$ cat config.mk
export PLATFORM = sky130hd
export DESIGN_NAME = result_drain
export DESIGN_NICKNAME = d
export VERILOG_FILES = /design/src/rtl/result_drain_pkg.sv /design/src/rtl/result_drain_index_counter.sv /design/src/rtl/result_drain.sv
export SDC_FILE = /design/constraint.sdc
export NUM_CORES = 1
export LEC_CHECK = 0
export BUFFER_PORTS_ARGS = -buffer_cell sky130_fd_sc_hd__buf_2
export CAP_MARGIN = 20
export CORE_ASPECT_RATIO = 0.7
export CORE_MARGIN = 2
export CORE_UTILIZATION = 58
export DETAILED_ROUTE_END_ITERATION = 8
export PLACE_DENSITY = 0.86
export SLEW_MARGIN = 20
export SYNTH_ARGS = -nofsm -noshare
export SYNTH_HDL_FRONTEND = slang
export SYNTH_SLANG_ARGS = --single-unit
$ cat constraint.sdc
create_clock -name clk -period 8.11 [get_ports clk]
set_clock_uncertainty 0.2 [all_clocks]
set_input_delay 2.0275 -clock clk [delete_from_list [all_inputs] [get_ports clk]]
set_output_delay 2.0275 -clock clk [all_outputs]
set_load 0.02 [all_outputs]
$ cat src/rtl/result_drain_pkg.sv
// Shared definitions for the result drain: default element width, FSM encodings
// and the packed-matrix element offset.
package result_drain_pkg;

  localparam int unsigned DEF_OUTPUT_DATA_WIDTH = 16;

  localparam logic [0:0] ST_IDLE   = 1'b0;
  localparam logic [0:0] ST_STREAM = 1'b1;

  // Bit offset of element (r,c) in a row-major packed matrix of width w elements.
  function automatic int unsigned elem_offset(input int unsigned r,
                                              input int unsigned c,
                                              input int unsigned n,
                                              input int unsigned w);
    return (r * n + c) * w;
  endfunction

endpackage

$ cat src/rtl/result_drain_index_counter.sv
// Wrap-at-MAX index counter with increment enable and synchronous load-zero.
module index_counter #(
  parameter int unsigned MAX   = 2,
  parameter int unsigned WIDTH = 2
) (
  input  logic             clk_i,
  input  logic             rst_ni,
  input  logic             inc_i,
  input  logic             clr_i,
  output logic [WIDTH-1:0] cnt_o,
  output logic             wrap_o
);

  localparam logic [WIDTH-1:0] MAX_V = WIDTH'(MAX);

  logic [WIDTH-1:0] cnt_q, cnt_d;

  assign wrap_o = (cnt_q == MAX_V);
  assign cnt_o  = cnt_q;

  always_comb begin
    cnt_d = cnt_q;
    if (clr_i) begin
      cnt_d = '0;
    end else if (inc_i) begin
      cnt_d = wrap_o ? '0 : cnt_q + WIDTH'(1);
    end
  end

  always_ff @(posedge clk_i or negedge rst_ni) begin
    if (!rst_ni) cnt_q <= '0;
    else         cnt_q <= cnt_d;
  end

endmodule

$ cat src/rtl/result_drain.sv
// Captures a completed result matrix and streams it row-major over a valid/ready port.
// state  | meaning
// IDLE   | no matrix held; waiting for done_in
// STREAM | shadow matrix is being presented beat by beat
module result_drain
  import result_drain_pkg::*;
#(
  parameter int unsigned M                 = 3,
  parameter int unsigned N                 = 3,
  parameter int unsigned OUTPUT_DATA_WIDTH = DEF_OUTPUT_DATA_WIDTH
) (
  input  logic                                clk,
  input  logic                                rst,
  input  logic                                done_in,
  input  logic [OUTPUT_DATA_WIDTH*M*N-1:0]    result_in,
  output logic                                out_valid,
  input  logic                                out_ready,
  output logic [OUTPUT_DATA_WIDTH-1:0]        out_data,
  output logic [$clog2(M+1)-1:0]              out_row,
  output logic [$clog2(N+1)-1:0]              out_col,
  output logic                                out_last,
  output logic                                busy,
  output logic                                overrun,
  input  logic                                overrun_clr
);

  localparam int unsigned RW = $clog2(M + 1);
  localparam int unsigned CW = $clog2(N + 1);
  localparam int unsigned MW = OUTPUT_DATA_WIDTH * M * N;
  localparam int unsigned OW = (MW > 1) ? $clog2(MW) : 1;

  logic [0:0]    state_q, state_d;
  logic [MW-1:0] shadow_q, shadow_d;
  logic          overrun_q, overrun_d;

  logic [RW-1:0] row;
  logic [CW-1:0] col;
  logic          row_wrap, col_wrap;
  logic          busy_w, xfer, last_w, capture, drop;
  logic [OW-1:0] off;

  assign busy_w  = (state_q == ST_STREAM);
  assign xfer    = busy_w & out_ready;
  assign last_w  = busy_w & row_wrap & col_wrap;
  // A pulse landing on the final transfer refills the shadow back-to-back instead of dropping.
  assign capture = done_in & (~busy_w | (xfer & last_w));
  assign drop    = done_in & busy_w & ~(xfer & last_w);

  index_counter #(.MAX(M - 1), .WIDTH(RW)) u_row (
    .clk_i  (clk),
    .rst_ni (rst),
    .inc_i  (xfer & col_wrap),
    .clr_i  (capture),
    .cnt_o  (row),
    .wrap_o (row_wrap)
  );

  index_counter #(.MAX(N - 1), .WIDTH(CW)) u_col (
    .clk_i  (clk),
    .rst_ni (rst),
    .inc_i  (xfer),
    .clr_i  (capture),
    .cnt_o  (col),
    .wrap_o (col_wrap)
  );

  always_comb begin
    state_d = state_q;
    if (capture)             state_d = ST_STREAM;
    else if (xfer && last_w) state_d = ST_IDLE;
  end

  assign shadow_d  = capture ? result_in : shadow_q;
  assign overrun_d = drop ? 1'b1 : (overrun_clr ? 1'b0 : overrun_q);

  always_ff @(posedge clk or negedge rst) begin
    if (!rst) begin
      state_q   <= ST_IDLE;
      shadow_q  <= '0;
      overrun_q <= 1'b0;
    end else begin
      state_q   <= state_d;
      shadow_q  <= shadow_d;
      overrun_q <= overrun_d;
    end
  end

  assign off = OW'(elem_offset(32'(row), 32'(col), N, OUTPUT_DATA_WIDTH));

  assign busy      = busy_w;
  assign out_valid = busy_w;
  assign out_last  = last_w;
  assign out_row   = row;
  assign out_col   = col;
  assign out_data  = busy_w ? shadow_q[off +: OUTPUT_DATA_WIDTH] : '0;
  assign overrun   = overrun_q;

endmodule
Word level (Yosys, flattened, before mapping):

Cells that the tools add are included.

* output and inout port bits: 24
* bits in registers: 150
* bits of input ports: 149

* multiplexer cells: 11
* add/subtract/negate cells: 3
* multipliers: 1
* equal/unequal tests: 2
* bitwise operators: 11
* reductions and logical operators: 5
* shifts and indexed selects: 1

Operator list (count)
* 144-bit by 9-bit indexed part select with 16-bit output: 1
* 16-bit 2-to-1 mux: 1
* 2-bit 2-to-1 mux: 6
* 1-bit bitwise AND: 8
* 2-bit nonzero test: 4
* 2-bit by 1-bit adder with 2-bit output (second input constant): 2
* 4-bit by 2-bit adder with 4-bit output: 1
* 2-bit equality test (second input constant): 2
* 2-bit by 2-bit multiplier with 4-bit output (second input constant): 1
* 1-bit 2-to-1 mux: 4
* 1-bit inverter: 2
* 1-bit logical AND: 1
* 1-bit bitwise OR: 1

Logic depth before layout (Yosys ltp):

Gate-level depths: netlist of run 1.

* word-level depth: 7
* gate-level depth with buffers: 11

Modules after synthesis:

Synthesis of run 1 repeated with hierarchy kept, for this count alone.

* cells, all modules: 480
* area total of the unflattened synthesis: 7080.5 um^2

By module, submodules not included
* result_drain: area each 6890.4 um^2, cells each 462, times used 1
* index_counter: area each 95.1 um^2, cells each 9, times used 2

Worst setup path before layout of run 1:

No wires, ideal clock.

* path type: reg-to-output
* start: register u_row.cnt_q[0] (netlist: u_row.cnt_o[0])
* end: output out_data[13]
* stages on the path, launching flop included: 12
* arrival time: 2.903 ns
* buffers on the path: 2
* setup slack: 2.980 ns
* cells stage by stage: dfrtp_1 > inv_1 > fa_1 > inv_1 > ha_1 > inv_1 > fa_1 > buf_2 > nor2b_1 > buf_2 > a31o_2 > o311a_1

* cells in the longest elaborated chain, start to end: 4

Ends and longest elaborated chain
* start: declaration: line result_drain_index_counter.sv:16 `logic [WIDTH-1:0] cnt_q, cnt_d;`
* start signal: assignment: line result_drain_index_counter.sv:32 `else cnt_q <= cnt_d;`
* 2-bit by 2-bit multiplier with 4-bit output: line result_drain_pkg.sv:15 `return (r * n + c) * w;`
* 4-bit by 2-bit adder with 4-bit output: line result_drain_pkg.sv:15
* 144-bit by 9-bit indexed part select with 16-bit output: line result_drain.sv:95 `assign out_data = busy_w ? shadow_q[off +: OUTPUT_DATA_WIDTH] : '0;`
* 16-bit 2-to-1 mux: line result_drain.sv:95
* end: declaration: line result_drain.sv:18 `output logic [OUTPUT_DATA_WIDTH-1:0] out_data,`

No other way between the ends.

Worst setup path after layout of run 1:

* start: register u_row.cnt_q[0] (netlist: u_row.cnt_o[0])
* end: output out_data[10]

Same word-level chain as after synthesis.

==> impl_metrics.env, run 1 <==
export IMPL_status="finished, final reports clean"
export IMPL_final_cells=815
export IMPL_fmax_mhz=169
export IMPL_powerDensity_nw_per_um2=507
export IMPL_async_reset_ff_share_pct=100
export IMPL_wire_per_inst_um=20.6
export IMPL_use_met1_pct=36.3
export IMPL_wl_um=16800
export IMPL_ant_nets=0
export IMPL_synth_most_common_cell="dfrtp_1"
export IMPL_grt_usage_pct=26.6
export IMPL_grt_util_met2_pct=41.5
export IMPL_tns_ns=0
export IMPL_hold_viol_final=0
export IMPL_drc_errors=0
export IMPL_vias_per_cell=5.88
export IMPL_worstPathMaxFanout=27
export IMPL_die_w_um=136
export IMPL_grt_pass1_wl_um=26900
export IMPL_coreArea_sq_um=11900
export IMPL_postCtsHoldBufs=0
export IMPL_ys_ff_latch=150
export IMPL_yosysWarnings=0
export IMPL_syn_area_per_cell_sq_um=14.7
export IMPL_maxSlewHeadroom_pct=33.0
export IMPL_row_count=33
export IMPL_ys_types=33
export IMPL_clk_latency_ns=0.40
export IMPL_htreeDepth=4
export IMPL_start_util_pct=60.1
export IMPL_drtIter0Drc=291
export IMPL_portBuffers=172
export IMPL_cp_end_kind="primary output"
export IMPL_peakVddDrop_mv=0.711
export IMPL_setup_violations=0
export IMPL_regArea_sq_um=3750
export IMPL_antenna_cells=0
export IMPL_io_pins=173
export IMPL_drv_cap=0
export IMPL_drt_pass1_iterations=4
export IMPL_clock_path_buffers=2
export IMPL_fill_cells=789
export IMPL_synthToLayoutAreaGrowth_pct=21.2
export IMPL_cts_tree="built"
export IMPL_yosysSeqAreaShare_pct=52.7
export IMPL_grt_max_degree=86
export IMPL_arrival_ns=3.67
export IMPL_period_share_pct=72.8
export IMPL_yosysTopAreaCell="dfrtp_1"
export IMPL_cts_repair_resized=0
export IMPL_place_inst=783
export IMPL_synthTopCellsByArea="dfrtp_1, mux2_2, mux2i_1"
export IMPL_grt_busiest_layer="met2"
export IMPL_worstMarginPinSlew_ns=1.01
export IMPL_syn_num_nets=641
export IMPL_post_cts_repair_setup_buffers=0
export IMPL_met3_usage_pct=7.81
export IMPL_synth_edf_count=0
export IMPL_synth_ff_type="dfrtp_1"
export IMPL_netlist_area_leader_share_pct=52.7
export IMPL_place_congestion=0.869
export IMPL_synth_common_cells="dfrtp_1, mux2_2, mux2i_1"
export IMPL_clk_pin_slew_worst_paths_ns=0.06
export IMPL_min_path_type="reg2reg"
export IMPL_power_w=0.00437
export IMPL_finalCriticalPeriod_ns=5.90
export IMPL_netlist_area_sq_um=7120
export IMPL_p_leak_nw=4.05
export IMPL_nets=801
export IMPL_num_vias=4795
export IMPL_clk_root_buffer_cell="clkbuf_16"
export IMPL_netlist_instances=485
export IMPL_multi_input_area_sq_um=3130
export IMPL_clock_sinks=150
export IMPL_detailed_place_hpwl_um=11800
export IMPL_worstSetupPathType="reg2out"
export IMPL_numCtsBuffers=17
export IMPL_crit_required_ns=5.88
export IMPL_crit_path_start_kind="flop"
export IMPL_die_h_um=96.7
export IMPL_drv_slew=0
export IMPL_drive_gt1_share_pct=58.8
export IMPL_grt_pass1_vias=5152
export IMPL_grt_setup_unrepaired="no"
export IMPL_gr_total_overflow=0
export IMPL_die_area_sq_um=13200
export IMPL_antenna_found_initial=1
cell families after synthesis:
family,share of synthesized area [%]
mux,33.1
flops,52.7
compound gates,5.33
simple gates,3.62
buf+inv,3.69
fa+ha+maj,1.44
xor+xnor,0.123
critical path, stage by stage (launching register included):
cell	delay (ns)
dfrtp_1	0.47
inv_1	0.14
fa_1	0.53
inv_1	0.08
ha_1	0.13
inv_1	0.05
fa_2	0.54
buf_4	0.28
nand2b_1	0.31
o21ai_0	0.19
o311a_1	0.37
buf_2	0.17
layer usage:
metal  up-vias  share of wire [%]
met4         2                1.8
met5         -              0.078
li1       2125                  -
met1      2440                 42
met2       203                 48
met3        25                7.9
registers in the layout, indices dropped and copies added, names as in the netlist:
name and count:
shadow_q 144, u_col.cnt_o 2, u_row.cnt_o 2, busy 1, overrun 1
placed cells by master, fill, tap and decap left out, types with 2 or more instances in the layout:
cell	synthesis	layout
a31o_2	8	8
and2_1	7	7
and3_1	9	9
buf_2	8	171
buf_4	18	5
buf_6	1	2
bufinv_16	0	3
clkbuf_16	0	17
clkbuf_8	0	2
clkinv_2	0	3
clkinv_4	0	2
clkinvlp_4	0	4
dfrtp_1	150	150
ha_1	5	4
inv_1	6	6
mux2_2	145	145
mux2i_1	35	35
mux4_1	3	3
mux4_2	13	13
nand2_1	2	2
nand2b_1	2	2
nand4b_1	2	2
nor2_1	2	2
nor2b_1	9	8
nor3_1	9	9
o21ai_0	9	9
o221a_2	8	8
o221ai_1	8	8
o311a_1	8	8
layout make-up:
cell class,instances,share of cell area [%]
flip-flops and latches,150,43.5
repair buffers,178,10.6
well taps,157,2.28
multi-input cells,292,36.3
clock buffers,20,5.29
clock inverters,12,1.77
inverters,6,0.261
final timing paths:
| check | depth (start not counted) | end | startpoint | slack (ns) |
|---|---|---|---|---|
| setup reg to reg | 6 | shadow_q[133]$_DFFE_PN0N_ | u_row.cnt_o[0]$_DFFE_PN0P_ | 4.72 |
| hold / removal | 1 | shadow_q[37]$_DFFE_PN0N_ | shadow_q[37]$_DFFE_PN0N_ | 0.30 |
| hold reg to reg | 1 | shadow_q[37]$_DFFE_PN0N_ | shadow_q[37]$_DFFE_PN0N_ | 0.30 |
| min in group asynchronous | 1 | shadow_q[87]$_DFFE_PN0N_ | rst | 1.39 |
| max in group asynchronous | 2 | shadow_q[143]$_DFFE_PN0N_ | rst | 5.11 |
| setup / recovery | 11 | out_data[10] | u_row.cnt_o[0]$_DFFE_PN0P_ | 2.21 |
power by group:
group          total [W]  switching (W)  internal, W
clock network   0.000810       0.000310     0.000500
logic            0.00226        0.00118      0.00108
registers        0.00131       0.000198      0.00111
total            0.00437        0.00169      0.00269
through the flow:
step                      utilization, %  worst slack (ns)  hold WS [ns]  cell area [sq um]
after detailed placement            67.6              2.42         0.288               8010
after global routing                72.8              2.09         0.319               8630
after CTS                           72.7              1.97         0.301               8620
final                               72.8              2.21         0.299               8630
after floorplan                        -              2.98         0.272               7120
after global placement              67.6              2.51         0.282               8010
Note: power is estimated with default switching activity, not from simulation.
==> run 2: changes to the inputs <==
--- a/config.mk
+++ b/config.mk
@@ -9,9 +9,9 @@
 export CAP_MARGIN = 20
 export CORE_ASPECT_RATIO = 0.7
 export CORE_MARGIN = 2
-export CORE_UTILIZATION = 58
+export CORE_UTILIZATION = 54
 export DETAILED_ROUTE_END_ITERATION = 8
-export PLACE_DENSITY = 0.86
+export PLACE_DENSITY = 0.81
 export SLEW_MARGIN = 20
 export SYNTH_ARGS = -nofsm -noshare
 export SYNTH_HDL_FRONTEND = slang
==> constraint.sdc (replaced) <==
create_clock -name clk -period 6.15 [get_ports clk]
set_clock_uncertainty 0.2 [all_clocks]
set_input_delay 1.5375 -clock clk [delete_from_list [all_inputs] [get_ports clk]]
set_output_delay 1.5375 -clock clk [all_outputs]
set_load 0.02 [all_outputs]
==> impl_metrics.env, run 2 (synthesis results as in run 1) <==
export IMPL_status="finished, final reports clean"
export IMPL_mostFrequentLayoutCell="buf_2"
export IMPL_htreeDepth=4
export IMPL_setup_violations=0
export IMPL_regToRegSetupSlack_ns=2.86
export IMPL_portBuffers=172
export IMPL_grt_setup_unrepaired="no"
export IMPL_antenna_cells=0
export IMPL_min_path_type="reg2reg"
export IMPL_worst_hold_startpoint="shadow_q[132]$_DFFE_PN0N_"
export IMPL_cts_repair_resized=0
export IMPL_grt_pass1_wl_um=27200
export IMPL_worstPathMaxFanout=9
export IMPL_peakVddDrop_mv=0.457
export IMPL_largest_reg_flops=144
export IMPL_clock_sinks=150
export IMPL_post_dp_cell_area_sq_um=8030
export IMPL_die_area_sq_um=14100
export IMPL_power_w=0.00578
export IMPL_r2r_cells=6
export IMPL_p_leak_nw=4.05
export IMPL_postCtsHoldBufs=0
export IMPL_die_h_um=100
export IMPL_hold_viol_final=0
export IMPL_drt_pass1_iterations=4
export IMPL_grt_pass1_vias=5162
export IMPL_arrival_ns=3.77
export IMPL_drv_slew=0
export IMPL_post_route_cell_area_sq_um=8650
export IMPL_row_count=35
export IMPL_numCtsBuffers=17
export IMPL_crit_required_ns=4.41
export IMPL_antenna_found_initial=1
export IMPL_grt_max_degree=120
export IMPL_drtIter0Drc=211
export IMPL_r2r_end="shadow_q[55]$_DFFE_PN0N_"
export IMPL_fin_util_pct=66.5
export IMPL_drc_errors=0
export IMPL_clock_path_buffers=2
export IMPL_synthToLayoutAreaGrowth_pct=21.5
export IMPL_drive_gt1_share_pct=58.2
export IMPL_drv_cap=0
export IMPL_cts_tree="built"
export IMPL_finalCriticalPeriod_ns=5.51
export IMPL_clk_root_buffer_cell="clkbuf_16"
export IMPL_start_util_pct=54.7
export IMPL_num_vias=4734
export IMPL_worstSetupPathType="reg2out"
export IMPL_detailed_place_hpwl_um=12500
export IMPL_nets=800
export IMPL_period_share_pct=89.6
export IMPL_clk_latency_ns=0.41
export IMPL_post_cts_repair_setup_buffers=0
export IMPL_fill_cells=968
export IMPL_timing_rr_start="u_row.cnt_o[0]$_DFFE_PN0P_"
export IMPL_largest_register="shadow_q"
export IMPL_hold_ws_ns=0.302
export IMPL_powerDensity_nw_per_um2=668
export IMPL_crit_path_start_kind="flop"
export IMPL_place_congestion=0.826
export IMPL_cp_end_kind="primary output"
export IMPL_die_w_um=141
export IMPL_worstMarginPinSlew_ns=0.959
export IMPL_ant_nets=0
export IMPL_io_pins=173
export IMPL_wire_per_inst_um=21.1
export IMPL_fmax_mhz=181
export IMPL_mostFrequentLayoutCells="buf_2, dfrtp_1, mux2_2, mux2i_1, clkbuf_16"
export IMPL_maxSlewHeadroom_pct=36.1
export IMPL_coreArea_sq_um=13000
export IMPL_gr_total_overflow=0
export IMPL_hold_end="shadow_q[132]$_DFFE_PN0N_"
export IMPL_grt_usage_pct=25.6
export IMPL_vias_per_cell=5.76
export IMPL_tns_ns=0
export IMPL_wl_um=17300
export IMPL_clk_pin_slew_worst_paths_ns=0.06
export IMPL_whs_path_depth=1
[run 2: layout make-up]
type / count / area, sq um / area share [%]
Multi-Input combinational cell: 292 / 3140 / 36.3
Inverter: 6 / 22.5 / 0.260
Clock buffer: 25 / 495 / 5.73
Tap cell: 166 / 208 / 2.40
Sequential cell: 150 / 3750 / 43.4
Timing Repair Buffer: 177 / 917 / 10.6
Clock inverter: 6 / 115 / 1.33
[run 2: report_power, final]
part | internal [W] | total [W] | switching [W] | leakage (nW)
registers | 0.00147 | 0.00177 | 0.000299 | 1.82
clock network | 0.000682 | 0.00107 | 0.000385 | 0.294
logic | 0.00142 | 0.00295 | 0.00153 | 1.93
[run 2: routing by layer]
| layer | track usage [%] | wire [um] | vias to the layer above |
|---|---|---|---|
| li1 | - | - | 2122 |
| met1 | 32.1 | 7170 | 2402 |
| met2 | 43.0 | 8560 | 189 |
| met3 | 7.78 | 1330 | 19 |
| met4 | 8.15 | 228 | 2 |
| met5 | 0 | 13 | - |
[run 2: stage by stage]
step,instances,worst slack (ns)
6_report,822,0.639
5_1_grt,822,0.484
3_5_place_dp,791,1.05
4_1_cts,822,0.600
3_3_place_gp,791,1.21
2_1_floorplan,485,1.51
[run 2: worst max-delay path, cell delays in order (launching register included)]
cell and delay (ns):
dfrtp_1 0.46, inv_1 0.14, fa_1 0.57, inv_1 0.09, ha_1 0.13, inv_1 0.05
fa_2 0.53, nor2b_1 0.56, buf_4 0.28, a31o_2 0.16, o311a_1 0.20, buf_2 0.19
[run 2: worst max-delay path by stage]
stage	depth (start not counted)	end	start	slack (ns)
finish	11	out_data[11]	u_row.cnt_o[0]$_DFFE_PN0P_	0.64
global route	11	out_data[4]	u_row.cnt_o[0]$_DFFE_PN0P_	0.48
CTS	9	out_data[4]	u_row.cnt_o[0]$_DFFE_PN0P_	0.60
detailed placement	9	out_data[4]	u_row.cnt_o[0]$_DFFE_PN0P_	1.05
global placement	9	out_data[15]	u_row.cnt_o[0]$_DFFE_PN0P_	1.21
floorplan	11	out_data[13]	u_row.cnt_o[0]$_DFFE_PN0P_	1.51
==> run 3: changes to the inputs <==
==> constraint.sdc (replaced) <==
create_clock -name clk -period 5.7 [get_ports clk]
set_clock_uncertainty 0.2 [all_clocks]
set_input_delay 1.425 -clock clk [delete_from_list [all_inputs] [get_ports clk]]
set_output_delay 1.425 -clock clk [all_outputs]
set_load 0.02 [all_outputs]
==> impl_metrics.env, run 3 (synthesis results as in run 1) <==
export IMPL_wl_um=17000
export IMPL_cp_startpoint="u_row.cnt_o[0]$_DFFE_PN0P_"
export IMPL_timing_rr_start="u_row.cnt_o[0]$_DFFE_PN0P_"
export IMPL_htreeDepth=4
export IMPL_drive_gt1_share_pct=58.9
export IMPL_detailed_place_hpwl_um=12100
export IMPL_antenna_cells=0
export IMPL_io_pins=173
export IMPL_power_share_switching_pct=39.6
export IMPL_clock_sinks=150
export IMPL_maxSlewHeadroom_pct=37.6
export IMPL_p_leak_nw=4.05
export IMPL_post_cts_repair_setup_buffers=0
export IMPL_status="finished, final reports clean"
export IMPL_crit_path_frequent_cell="inv_1"
export IMPL_setup_violations=0
export IMPL_die_area_sq_um=14100
export IMPL_p_int_w=0.00374
export IMPL_peakVddDrop_mv=1.07
export IMPL_dp_slack_ns=0.777
export IMPL_place_congestion=0.913
export IMPL_start_util_pct=54.7
export IMPL_power_switching_w=0.00245
export IMPL_mostFrequentLayoutCells="buf_2, dfrtp_1, mux2_2, mux2i_1, clkbuf_16"
export IMPL_num_vias=4712
export IMPL_grt_setup_unrepaired="no"
export IMPL_die_w_um=141
export IMPL_numCtsBuffers=17
export IMPL_drv_cap=0
export IMPL_clock_path_buffers=2
export IMPL_drtIter0Drc=311
export IMPL_nets=803
export IMPL_clk_pin_slew_worst_paths_ns=0.06
export IMPL_worst_path_largest_cell_delay_ns=0.76
export IMPL_arrival_ns=3.80
export IMPL_mostFrequentLayoutCell="buf_2"
export IMPL_grt_pass1_vias=5068
export IMPL_worstMarginPinSlew_ns=0.935
export IMPL_drv_slew=0
export IMPL_worst_hold_startpoint="shadow_q[63]$_DFFE_PN0N_"
export IMPL_min_path_type="reg2reg"
export IMPL_clockPowerShare_pct=17.3
export IMPL_drc_errors=0
export IMPL_cp_end_kind="primary output"
export IMPL_cts_repair_resized=0
export IMPL_regToRegSetupSlack_ns=2.73
export IMPL_finalCriticalPeriod_ns=5.43
export IMPL_cts_tree="built"
export IMPL_regArea_sq_um=3750
export IMPL_slowest_stage="fa_1"
export IMPL_largest_reg_flops=144
export IMPL_crit_chain="inv_1, fa_1, inv_1, ha_1, inv_1, fa_1, buf_4, nand2b_1, o21ai_0, o311a_1, buf_2"
export IMPL_grt_max_degree=118
export IMPL_period_share_pct=95.2
export IMPL_hold_viol_final=0
export IMPL_grt_usage_pct=25.0
export IMPL_crit_path_start_kind="flop"
export IMPL_gr_total_overflow=0
export IMPL_pwr_share_comb_pct=52.4
export IMPL_fill_cells=942
export IMPL_whs_path_depth=1
export IMPL_clk_latency_ns=0.41
export IMPL_antenna_found_initial=1
export IMPL_r2r_cells=6
export IMPL_worstPathMaxFanout=18
export IMPL_row_count=35
export IMPL_vias_per_cell=5.70
export IMPL_die_h_um=100
export IMPL_wire_per_inst_um=20.6
export IMPL_worstSetupPathType="reg2out"
export IMPL_clk_root_buffer_cell="clkbuf_16"
export IMPL_multi_input_area_sq_um=3130
export IMPL_fmax_mhz=184
export IMPL_setup_slack_ns=0.273
export IMPL_crit_required_ns=4.07
export IMPL_r2r_end="shadow_q[51]$_DFFE_PN0N_"
export IMPL_powerDensity_nw_per_um2=716
export IMPL_portBuffers=172
export IMPL_drt_pass1_iterations=6
export IMPL_postCtsHoldBufs=0
export IMPL_tns_ns=0
export IMPL_synthToLayoutAreaGrowth_pct=21.3
export IMPL_largest_register="shadow_q"
export IMPL_ant_nets=0
export IMPL_hold_end="shadow_q[63]$_DFFE_PN0N_"
export IMPL_coreArea_sq_um=13000
export IMPL_grt_pass1_wl_um=26600
export IMPL_pwr_share_seq_pct=30.2
==> run 3: stage by stage <==
| stage | hold slack [ns] | cell area, sq um | instances | power [W] | utilization [%] |
|---|---|---|---|---|---|
| 2_1_floorplan | 0.272 | 7120 | 485 | 0.00414 | - |
| 3_3_place_gp | 0.281 | 8060 | 794 | 0.00496 | 62.0 |
| 3_5_place_dp | 0.293 | 8060 | 794 | 0.00510 | 62.0 |
| 4_1_cts | 0.307 | 8630 | 826 | 0.00619 | 66.3 |
| 5_1_grt | 0.316 | 8640 | 826 | 0.00650 | 66.4 |
| 6_report | 0.305 | 8640 | 826 | 0.00619 | 66.4 |
==> run 3: area by class of cell <==
cell class	instances	area share, %
flip-flops and latches	150	43.5
multi-input cells	292	36.3
repair buffers	180	11.1
clock buffers	18	5.08
well taps	166	2.40
clock inverters	14	1.46
inverters	6	0.261
==> run 3: worst max path at each step <==
stage / to / slack [ns] / cells after the start
after global placement: out_data[10] / 0.92 / 11
after floorplan: out_data[13] / 1.17 / 11
after global routing: out_data[13] / 0.01 / 11
final: out_data[11] / 0.27 / 11
after detailed placement: out_data[13] / 0.78 / 11
after CTS: out_data[13] / 0.32 / 11
==> run 3: critical path, delay by kind of cell (launching register included) <==
| kind | cells | cell delay (ns) |
|---|---|---|
| buf+inv | 5 | 0.72 |
| compound gates | 2 | 0.46 |
| flops | 1 | 0.45 |
| simple gates | 1 | 0.26 |
| fa+ha+maj | 3 | 1.47 |
==> run 3: power by group through the flow <==
stage	clock network, W	registers, W	logic [W]
2_1_floorplan	0	0.00178	0.00236
3_3_place_gp	0	0.00184	0.00313
3_5_place_dp	0	0.00188	0.00322
4_1_cts	0.00109	0.00187	0.00324
5_1_grt	0.00113	0.00193	0.00344
6_report	0.00107	0.00187	0.00325
==> run 3: routing by layer <==
layer  GRT usage (%)  up-vias  wire [um]  part of all wire, %
met5               0        -          0                    0
met4            7.00        0        229                  1.3
met3            7.01       19       1300                  7.6
met2            41.3      200       8190                   48
met1            33.0     2358       7310                   43
li1                -     2135          -                    -
